==> config.mk <==
export PLATFORM = sky130hd
export DESIGN_NAME = reg_file_sb
export DESIGN_NICKNAME = d
export VERILOG_FILES = /design/src/rtl/reg_file_sb_pkg.sv /design/src/rtl/reg_file_sb_sb_counter.sv /design/src/rtl/reg_file_sb.sv
export SDC_FILE = /design/constraint.sdc
export NUM_CORES = 1
export LEC_CHECK = 0
export CORE_MARGIN = 3
export CORE_UTILIZATION = 48
export DETAILED_ROUTE_END_ITERATION = 8
export GPL_TIMING_DRIVEN = 0
export PLACE_DENSITY_LB_ADDON = 0.3
export SETUP_SLACK_MARGIN = 0.02
export SLEW_MARGIN = 10
export SYNTH_ARGS = -nofsm -noshare
export SYNTH_HDL_FRONTEND = slang
export SYNTH_SLANG_ARGS = --single-unit
==> constraint.sdc <==
create_clock -name clk -period 56.4 [get_ports clk]
set_clock_uncertainty 0.2 [all_clocks]
set_input_delay 11.28 -clock clk [delete_from_list [all_inputs] [get_ports clk]]
set_output_delay 11.28 -clock clk [all_outputs]
set_load 0.005 [all_outputs]
==> src/rtl/reg_file_sb_pkg.sv <==
// Shared definitions for the register file / write-pending scoreboard slice.
package reg_file_sb_pkg;

    // Reset-contents selector values for INIT_INDEX
    localparam int INIT_MODE_ZERO  = 32'sd0;
    localparam int INIT_MODE_INDEX = 32'sd1;

    // Largest value a PEND_W-bit outstanding-write counter may hold
    function automatic int pend_max(input int pend_w);
        return (32'sd1 <<< pend_w) - 32'sd1;
    endfunction

endpackage

==> src/rtl/reg_file_sb_sb_counter.sv <==
// Single-register outstanding-write counter: saturating up/down with clear.
// Increment at max and decrement at zero are silently suppressed.
module sb_counter
    import reg_file_sb_pkg::*;
#(
    parameter int PEND_W = 2
) (
    input  logic              clk,
    input  logic              rst,
    input  logic              clr,
    input  logic              inc,
    input  logic              dec,
    output logic [PEND_W-1:0] cnt,
    output logic              full,
    output logic              empty
);

    localparam logic [PEND_W-1:0] CNT_MAX  = PEND_W'(pend_max(PEND_W));
    localparam logic [PEND_W-1:0] CNT_ZERO = {PEND_W{1'b0}};
    localparam logic [PEND_W-1:0] CNT_ONE  = PEND_W'(1);

    logic [PEND_W-1:0] cnt_q;
    logic [PEND_W-1:0] cnt_d;
    logic              inc_ok_s;
    logic              dec_ok_s;

    // Next count: clear wins, a matched inc/dec pair cancels out
    always_comb begin
        cnt_d    = cnt_q;
        inc_ok_s = inc && (cnt_q != CNT_MAX);
        dec_ok_s = dec && (cnt_q != CNT_ZERO);
        if (clr) begin
            cnt_d = CNT_ZERO;
        end else if (inc_ok_s && !dec_ok_s) begin
            cnt_d = cnt_q + CNT_ONE;
        end else if (dec_ok_s && !inc_ok_s) begin
            cnt_d = cnt_q - CNT_ONE;
        end else begin
            cnt_d = cnt_q;
        end
    end

    // Count register
    always_ff @(posedge clk or posedge rst) begin
        if (rst) begin
            cnt_q <= CNT_ZERO;
        end else begin
            cnt_q <= cnt_d;
        end
    end

    assign cnt   = cnt_q;
    assign full  = (cnt_q == CNT_MAX);
    assign empty = (cnt_q == CNT_ZERO);

endmodule

==> src/rtl/reg_file_sb.sv <==
// Register file with two bypassed read ports and a per-register
// write-pending scoreboard that drives the ID-stage stall.
module reg_file_sb
    import reg_file_sb_pkg::*;
#(
    parameter int DATA_W     = 32,
    parameter int NUM_REGS   = 15,
    parameter int ADDR_W     = 4,
    parameter int PEND_W     = 2,
    parameter int INIT_INDEX = 1
) (
    input  logic              clk,
    input  logic              rst,
    input  logic [ADDR_W-1:0] rd_addr1,
    input  logic [ADDR_W-1:0] rd_addr2,
    input  logic              rd_use1,
    input  logic              rd_use2,
    output logic [DATA_W-1:0] rd_data1,
    output logic [DATA_W-1:0] rd_data2,
    input  logic              wb_en,
    input  logic [ADDR_W-1:0] wb_addr,
    input  logic [DATA_W-1:0] wb_data,
    input  logic              issue_en,
    input  logic [ADDR_W-1:0] issue_dest,
    input  logic              flush,
    output logic              hazard,
    output logic              issue_full,
    output logic              sb_err
);

    localparam logic [ADDR_W:0]   NUM_REGS_L = (ADDR_W+1)'(NUM_REGS);
    localparam logic [PEND_W-1:0] CNT_ONE    = PEND_W'(1);
    localparam logic [DATA_W-1:0] DATA_ZERO  = {DATA_W{1'b0}};

    // Address lies inside the implemented register range
    function automatic logic in_range(input logic [ADDR_W-1:0] addr);
        return ({1'b0, addr} < NUM_REGS_L);
    endfunction

    logic [DATA_W-1:0] regs_q [NUM_REGS];
    logic [DATA_W-1:0] regs_d [NUM_REGS];
    logic              sb_err_q;
    logic              sb_err_d;

    logic [PEND_W-1:0]   cnt_s [NUM_REGS];
    logic [NUM_REGS-1:0] inc_s;
    logic [NUM_REGS-1:0] dec_s;
    logic [NUM_REGS-1:0] full_s;
    logic [NUM_REGS-1:0] empty_s;
    logic [NUM_REGS-1:0] pend_eff_s;

    // One scoreboard counter per implemented register
    for (genvar g = 0; g < NUM_REGS; g++) begin : g_sb
        assign inc_s[g] = issue_en && !flush && (issue_dest == ADDR_W'(g));
        assign dec_s[g] = wb_en && (wb_addr == ADDR_W'(g));
        // The final outstanding write retiring now is covered by the bypass
        assign pend_eff_s[g] = !empty_s[g] && !((cnt_s[g] == CNT_ONE) && dec_s[g]);

        sb_counter #(
            .PEND_W (PEND_W)
        ) u_cnt (
            .clk   (clk),
            .rst   (rst),
            .clr   (flush),
            .inc   (inc_s[g]),
            .dec   (dec_s[g]),
            .cnt   (cnt_s[g]),
            .full  (full_s[g]),
            .empty (empty_s[g])
        );
    end

    // Storage next-state: in-range write-back only
    always_comb begin
        regs_d = regs_q;
        if (wb_en && in_range(wb_addr)) begin
            regs_d[wb_addr] = wb_data;
        end else begin
            regs_d = regs_q;
        end
    end

    // Storage flops, reset to index or zero depending on INIT_INDEX
    always_ff @(posedge clk or posedge rst) begin
        if (rst) begin
            for (int i = 0; i < NUM_REGS; i++) begin
                regs_q[i] <= (INIT_INDEX == INIT_MODE_INDEX) ? DATA_W'(i) : DATA_ZERO;
            end
        end else begin
            regs_q <= regs_d;
        end
    end

    // Read ports: out-of-range gives zero, same-cycle write-back bypasses
    always_comb begin
        rd_data1 = DATA_ZERO;
        rd_data2 = DATA_ZERO;
        if (!in_range(rd_addr1)) begin
            rd_data1 = DATA_ZERO;
        end else if (wb_en && (wb_addr == rd_addr1)) begin
            rd_data1 = wb_data;
        end else begin
            rd_data1 = regs_q[rd_addr1];
        end
        if (!in_range(rd_addr2)) begin
            rd_data2 = DATA_ZERO;
        end else if (wb_en && (wb_addr == rd_addr2)) begin
            rd_data2 = wb_data;
        end else begin
            rd_data2 = regs_q[rd_addr2];
        end
    end

    // Saturation detect and stall request to the hazard unit
    always_comb begin
        issue_full = 1'b0;
        hazard     = 1'b0;
        if (issue_en && in_range(issue_dest)) begin
            issue_full = full_s[issue_dest];
        end else begin
            issue_full = 1'b0;
        end
        if (rd_use1 && in_range(rd_addr1) && pend_eff_s[rd_addr1]) begin
            hazard = 1'b1;
        end else if (rd_use2 && in_range(rd_addr2) && pend_eff_s[rd_addr2]) begin
            hazard = 1'b1;
        end else begin
            hazard = issue_full;
        end
    end

    // Sticky error: an issue was attempted against a saturated counter
    always_comb begin
        sb_err_d = sb_err_q;
        if (issue_full) begin
            sb_err_d = 1'b1;
        end else begin
            sb_err_d = sb_err_q;
        end
    end

    // Error flag register, cleared only by reset
    always_ff @(posedge clk or posedge rst) begin
        if (rst) begin
            sb_err_q <= 1'b0;
        end else begin
            sb_err_q <= sb_err_d;
        end
    end

    assign sb_err = sb_err_q;

endmodule

Word-level counts from Yosys, hierarchy flattened --
Cells that the tools add are included.
Storage, ports and cells: register bits 511, memory bits (read-only) 0, word-level logic and storage cells 455, memory bits (writable) 0, latch bits 0, memories kept 0
Operators by class: equality and inequality tests 75, bitwise logic cells 3, $add $sub $neg 30, muxes and demuxes 67, order comparisons 11, multiply operators 0, shifts and indexed selects 0, reductions and logical operators 238, div/mod/pow operators 0
Operators with widths (number):
- $bwmux W480 | 1
- $mux W32 | 9
- $bmux W32 S4 | 2
- $logic_and A1 B1 Y1 | 130
- $demux W32 S4 | 1
- $mux W2 | 45
- $logic_not A1 Y1 | 61
- $eq A4 B4 Y1 const B | 14
- $reduce_bool A3 Y1 | 15
- $eq A4 B3 Y1 const B | 8
- $add A2 B1 Y2 const B | 15
- $eq A2 B1 Y1 const B | 15
- $eq A2 B2 Y1 const B | 15
- $logic_not A2 Y1 | 15
- $ne A2 B2 Y1 const B | 15
- $reduce_bool A2 Y1 | 15
- $sub A2 B1 Y2 const B | 15
- $eq A4 B2 Y1 const B | 4
- $lt A4 B4 Y1 const B | 4
- $ge A5 B5 Y1 const B | 3
- $lt A4 B5 Y1 const B | 3
- $not A4 Y5 | 3
- $bmux W1 S4 | 3
- $eq A4 B1 Y1 const B | 2
- other kinds (4) | 11

Logic depth before layout (Yosys ltp) --
depth in word-level cells 10, gate-level depth with buffers 10

Cells and area by module --
A second synthesis with hierarchy kept.
Unflattened totals: cells, all modules 2167, area total of the unflattened synthesis 29111.7 um2
Modules (own cells, without submodules):
- reg_file_sb | times used 1, seq. area each 12071.6 um2, area an instance 27216.1 um2, cells an instance 1957
- sb_counter | times used 15, seq. area each 50.0 um2, area an instance 126.4 um2, cells an instance 14

Worst setup path before layout --
OpenSTA, ideal clock, no wires.
path kind input to output, start input rd_addr1[1], end output rd_data1[10], slack 31.970 ns, arrival 12.950 ns, cell stages on the path 7, cells stage by stage buf_2 > buf_2 > clkbuf_1 > mux4_2 > mux4_2 > mux2i_1 > nor2_1
Between the ends: cells in the longest elaborated chain, start to end 6, elaborated cells between the ends (all ways) 9, classes of those cells 1 x order compare; 1 x eq/ne; 5 x mux; 1 x bitwise; 1 x reduce/logical
RTL lines:
- start: declaration | line reg_file_sb.sv:14 | input logic [ADDR_W-1:0] rd_addr1,
- $not A4 Y5 (implied by the code) | line reg_file_sb.sv:103 | rd_data1 = regs_q[rd_addr1];
- $bmux W32 S4 | line reg_file_sb.sv:103
- $mux W32 (implied by the code) (2 in series) | line reg_file_sb.sv:103
- $mux W32 | line reg_file_sb.sv:100 | end else if (wb_en && (wb_addr == rd_addr1)) begin
- $mux W32 (*) | line reg_file_sb.sv:98 | if (!in_range(rd_addr1)) begin
- end: declaration | line reg_file_sb.sv:18 | output logic [DATA_W-1:0] rd_data1,
Every way passes the cells marked *; elsewhere a longest branch is shown, timed or not. The select of a mux whose other input is x is not followed.

Final worst setup path --
Same ends and word-level chain as after synthesis.

==> results.txt <==
Leakage: 14.1 nW
CTS Hold Bufs: 0
Synth Cell Area: 29600 um^2
Number of synthesized register bits: 511
Tcrit/Tclk final: 47.0%
Relative slew slack: 14.2%
Final WL: 92700 um
CP max stage cell: clkbuf_1
WHS Path Cells: 2
Synth top area share: 40.8%
Post-synth ARST share: 100%
CTS Root Cell: clkbuf_16
RD Place Congestion: 0.919
Mapped Cells: 2244
Max Clk Rate: 0.0377 GHz
Clk pin slew, worst setup/hold paths: 0.06 ns
Multi-input logic area: 15700 um^2
Num rows: 90
Cell variety after synth: 54
Clock Path Buffers: 3
Starting Density: 48.8%
Max Cap Viol: 0
Cts bufs inserted: 56
DP HPWL: 62100 um
Die width: 254 um
Final setup margin: 29.87 ns
CTS resizes: 0
CP required: 44.92 ns
Count leader, synth: dfrtp_1
Synth Flop Type: dfrtp_1
H-tree Lvls: 2
Worst path bufs/invs: 5
Commonest cells in the netlist: 483 x dfrtp_1, 422 x mux2_2, 281 x nand2_1
Min-delay src: regs_q[99]
Critical Path Fanout Max: 10
Pre-CTS setup slack: 29.97 ns
Number of global-route vias before repair: 22039
Fin Setup TNS: 0 ns
Final min period: 26.53 ns
First-pass GRT wire length: 138000 um
Vias: 20846
Reg2reg path depth: 6
Vias per std cell: 6.42
CORE AREA: 60700 um^2
Final setup violation count: 0
Overflow left after global routing: 0
Crit Path Category: in2out
Seq/Total Area, Yosys: 43.3%
Final Hold Vio Count: 0
Skew-Pair Late Insertion Delay: 0.63 ns
Pin count of the biggest net entering global routing: 121
Number of synthesized flops with an enable pin: 0
Hold WC Path Type: reg2reg
CP Data Arrival Time: 15.05 ns
Final slew viol count: 0
DRC violation count after routing: 0
Fill cells: 4848
Tot GR Track Use: 29.0%
Largest cells by area after synthesis: dfrtp_1 41%, mux4_2 20%, mux2_2 16%
DRC marker count from the first detailed-route iteration: 2108
Unrepaired setup endpoints after global routing: false
Status: complete, no violations
Register-to-register setup slack: 54.30 ns
Worst ir drop on vdd: 25.6 uV
Max incr delay on CP: 0.73 ns
CTS sink cnt: 511
CP Cell Sequence: clkdlybuf4s50_1, buf_2, clkbuf_1, nand2_1, nor2_1, clkbuf_1, nor2_1, clkdlybuf4s50_1
Net Count, Synth: 2344
Hold endpoint: regs_q[99]
I/O Buffers: 111
Post-CTS setup buffers: 0
Crit. End Element: output pin
Slew @ Worst Pin: 1.29 ns
Layout area overhead: 13.7%
Yosys synthesis warning count: 0
Power Density: 35.0 nW/um^2
Reg2reg end: sb_err
CTS tree: built
Drt wl/cell: 28.6 um
Sequential cell area: 12800 um^2
DRT antenna net count: 0
Critical path startpoint category: input port
Ports: 122
Reg2reg start: g_sb[11].u_cnt.cnt[0]
Initial antenna violation count: 1
Avg Inst Size Synth: 13.2 um^2
Nets@finish: 2517
Die area: 64700 um^2
Top Family by Delay on Critical Path: buffers and inverters
DRT Pass-1 Iters: 5
Synth area leader: dfrtp_1
Die H: 254 um
Layout cells sized above 1: 36.1%
[placed cells by master, fill, tap and decap left out, types with 4 or more instances in the layout]
| cell | n |
|---|---|
| dfrtp_1 | 483 |
| mux2_2 | 422 |
| nand2_1 | 281 |
| mux4_2 | 259 |
| mux2i_1 | 150 |
| clkbuf_1 | 119 |
| clkdlybuf4s50_1 | 111 |
| nor2_1 | 101 |
| o21ai_0 | 74 |
| clkbuf_16 | 56 |
| buf_2 | 54 |
| ha_1 | 45 |
| inv_1 | 33 |
| dfstp_2 | 28 |
| buf_1 | 18 |
| xnor2_1 | 18 |
| buf_4 | 16 |
| xor2_1 | 16 |
| a21oi_1 | 14 |
| a31oi_1 | 13 |
| or3_1 | 12 |
| clkbuf_8 | 11 |
| clkinv_2 | 11 |
| and2_1 | 8 |
| a311oi_1 | 7 |
| nand2b_1 | 6 |
| nor2b_1 | 6 |
| nor3_1 | 6 |
| a211oi_1 | 5 |
| nand3b_1 | 4 |
| buf_6 | 4 |
| buf_12 | 4 |
| nand3_1 | 4 |
| and2b_1 | 4 |
| buf_16 | 4 |
[where the power goes]
group          internal, W  leakage [nW]  total (W)  switching (W)
clock network     0.000212         0.904   0.000371       0.000159
logic             0.000178          6.87   0.000296       0.000118
registers         0.000451          6.29   0.000510      0.0000593
total             0.000841          14.1    0.00118       0.000336
[layer usage]
layer	vias up	GRT usage, %	share of wire, %
met1	10852	36.9	38
met4	2	13.2	5.0
met5	-	0.806	0.074
li1	8612	-	-
met3	275	8.44	9.9
met2	1105	46.1	47
[worst min-delay path, stage by stage, from the launching register on]
cell,delay [ns]
dfstp_2,0.37
nand2_1,0.05
nand2_1,0.05
[through the flow]
| step | power (W) | hold slack, ns | instance area [um^2] | cells | util, % |
|---|---|---|---|---|---|
| floorplan | 0.000705 | 0.243 | 29600 | 2244 | - |
| global placement | 0.000787 | 0.251 | 31700 | 3137 | 52.3 |
| detailed placement | 0.000807 | 0.260 | 31800 | 3141 | 52.4 |
| CTS | 0.00118 | 0.268 | 33700 | 3244 | 55.5 |
| global route | 0.00123 | 0.297 | 33700 | 3244 | 55.5 |
| finish | 0.00118 | 0.268 | 33700 | 3245 | 55.5 |
[state kept, by name (all words and copies together) (netlist names)]
signal	count
g_sb.u_cnt.cnt	30
sb_err	1
regs_q	480
[worst max-delay path by stage]
stage                startpoint                    to  cells after the start
finish              rd_addr1[1]          rd_data1[10]                      8
global route        rd_addr1[1]          rd_data1[14]                      9
CTS                 rd_addr1[1]          rd_data1[14]                      9
detailed placement  rd_addr1[1]          rd_data1[14]                      9
global placement            rst           regs_q[343]                      2
floorplan                   rst  g_sb[0].u_cnt.cnt[0]                      1
[final cells by class]
cell class | count | area share (%)
clock inverter | 20 | 0.676
timing repair buffer | 115 | 3.63
multi-input combinational | 1497 | 46.6
tap | 782 | 2.91
clock buffer | 83 | 4.79
buffer | 202 | 2.92
antenna | 1 | 0.00743
inverter | 34 | 0.401
sequential | 511 | 38.1
[logic make-up after synthesis]
| group | count (synthesis) | synth area share [%] |
|---|---|---|
| flops | 511 | 43.3 |
| xor+xnor | 34 | 1.01 |
| mux | 833 | 40.9 |
| fa+ha+maj | 47 | 1.97 |
| buf+inv | 236 | 3.74 |
| simple gates | 455 | 6.64 |
| compound gates | 128 | 2.48 |
Power figures use the tool's default switching activity.
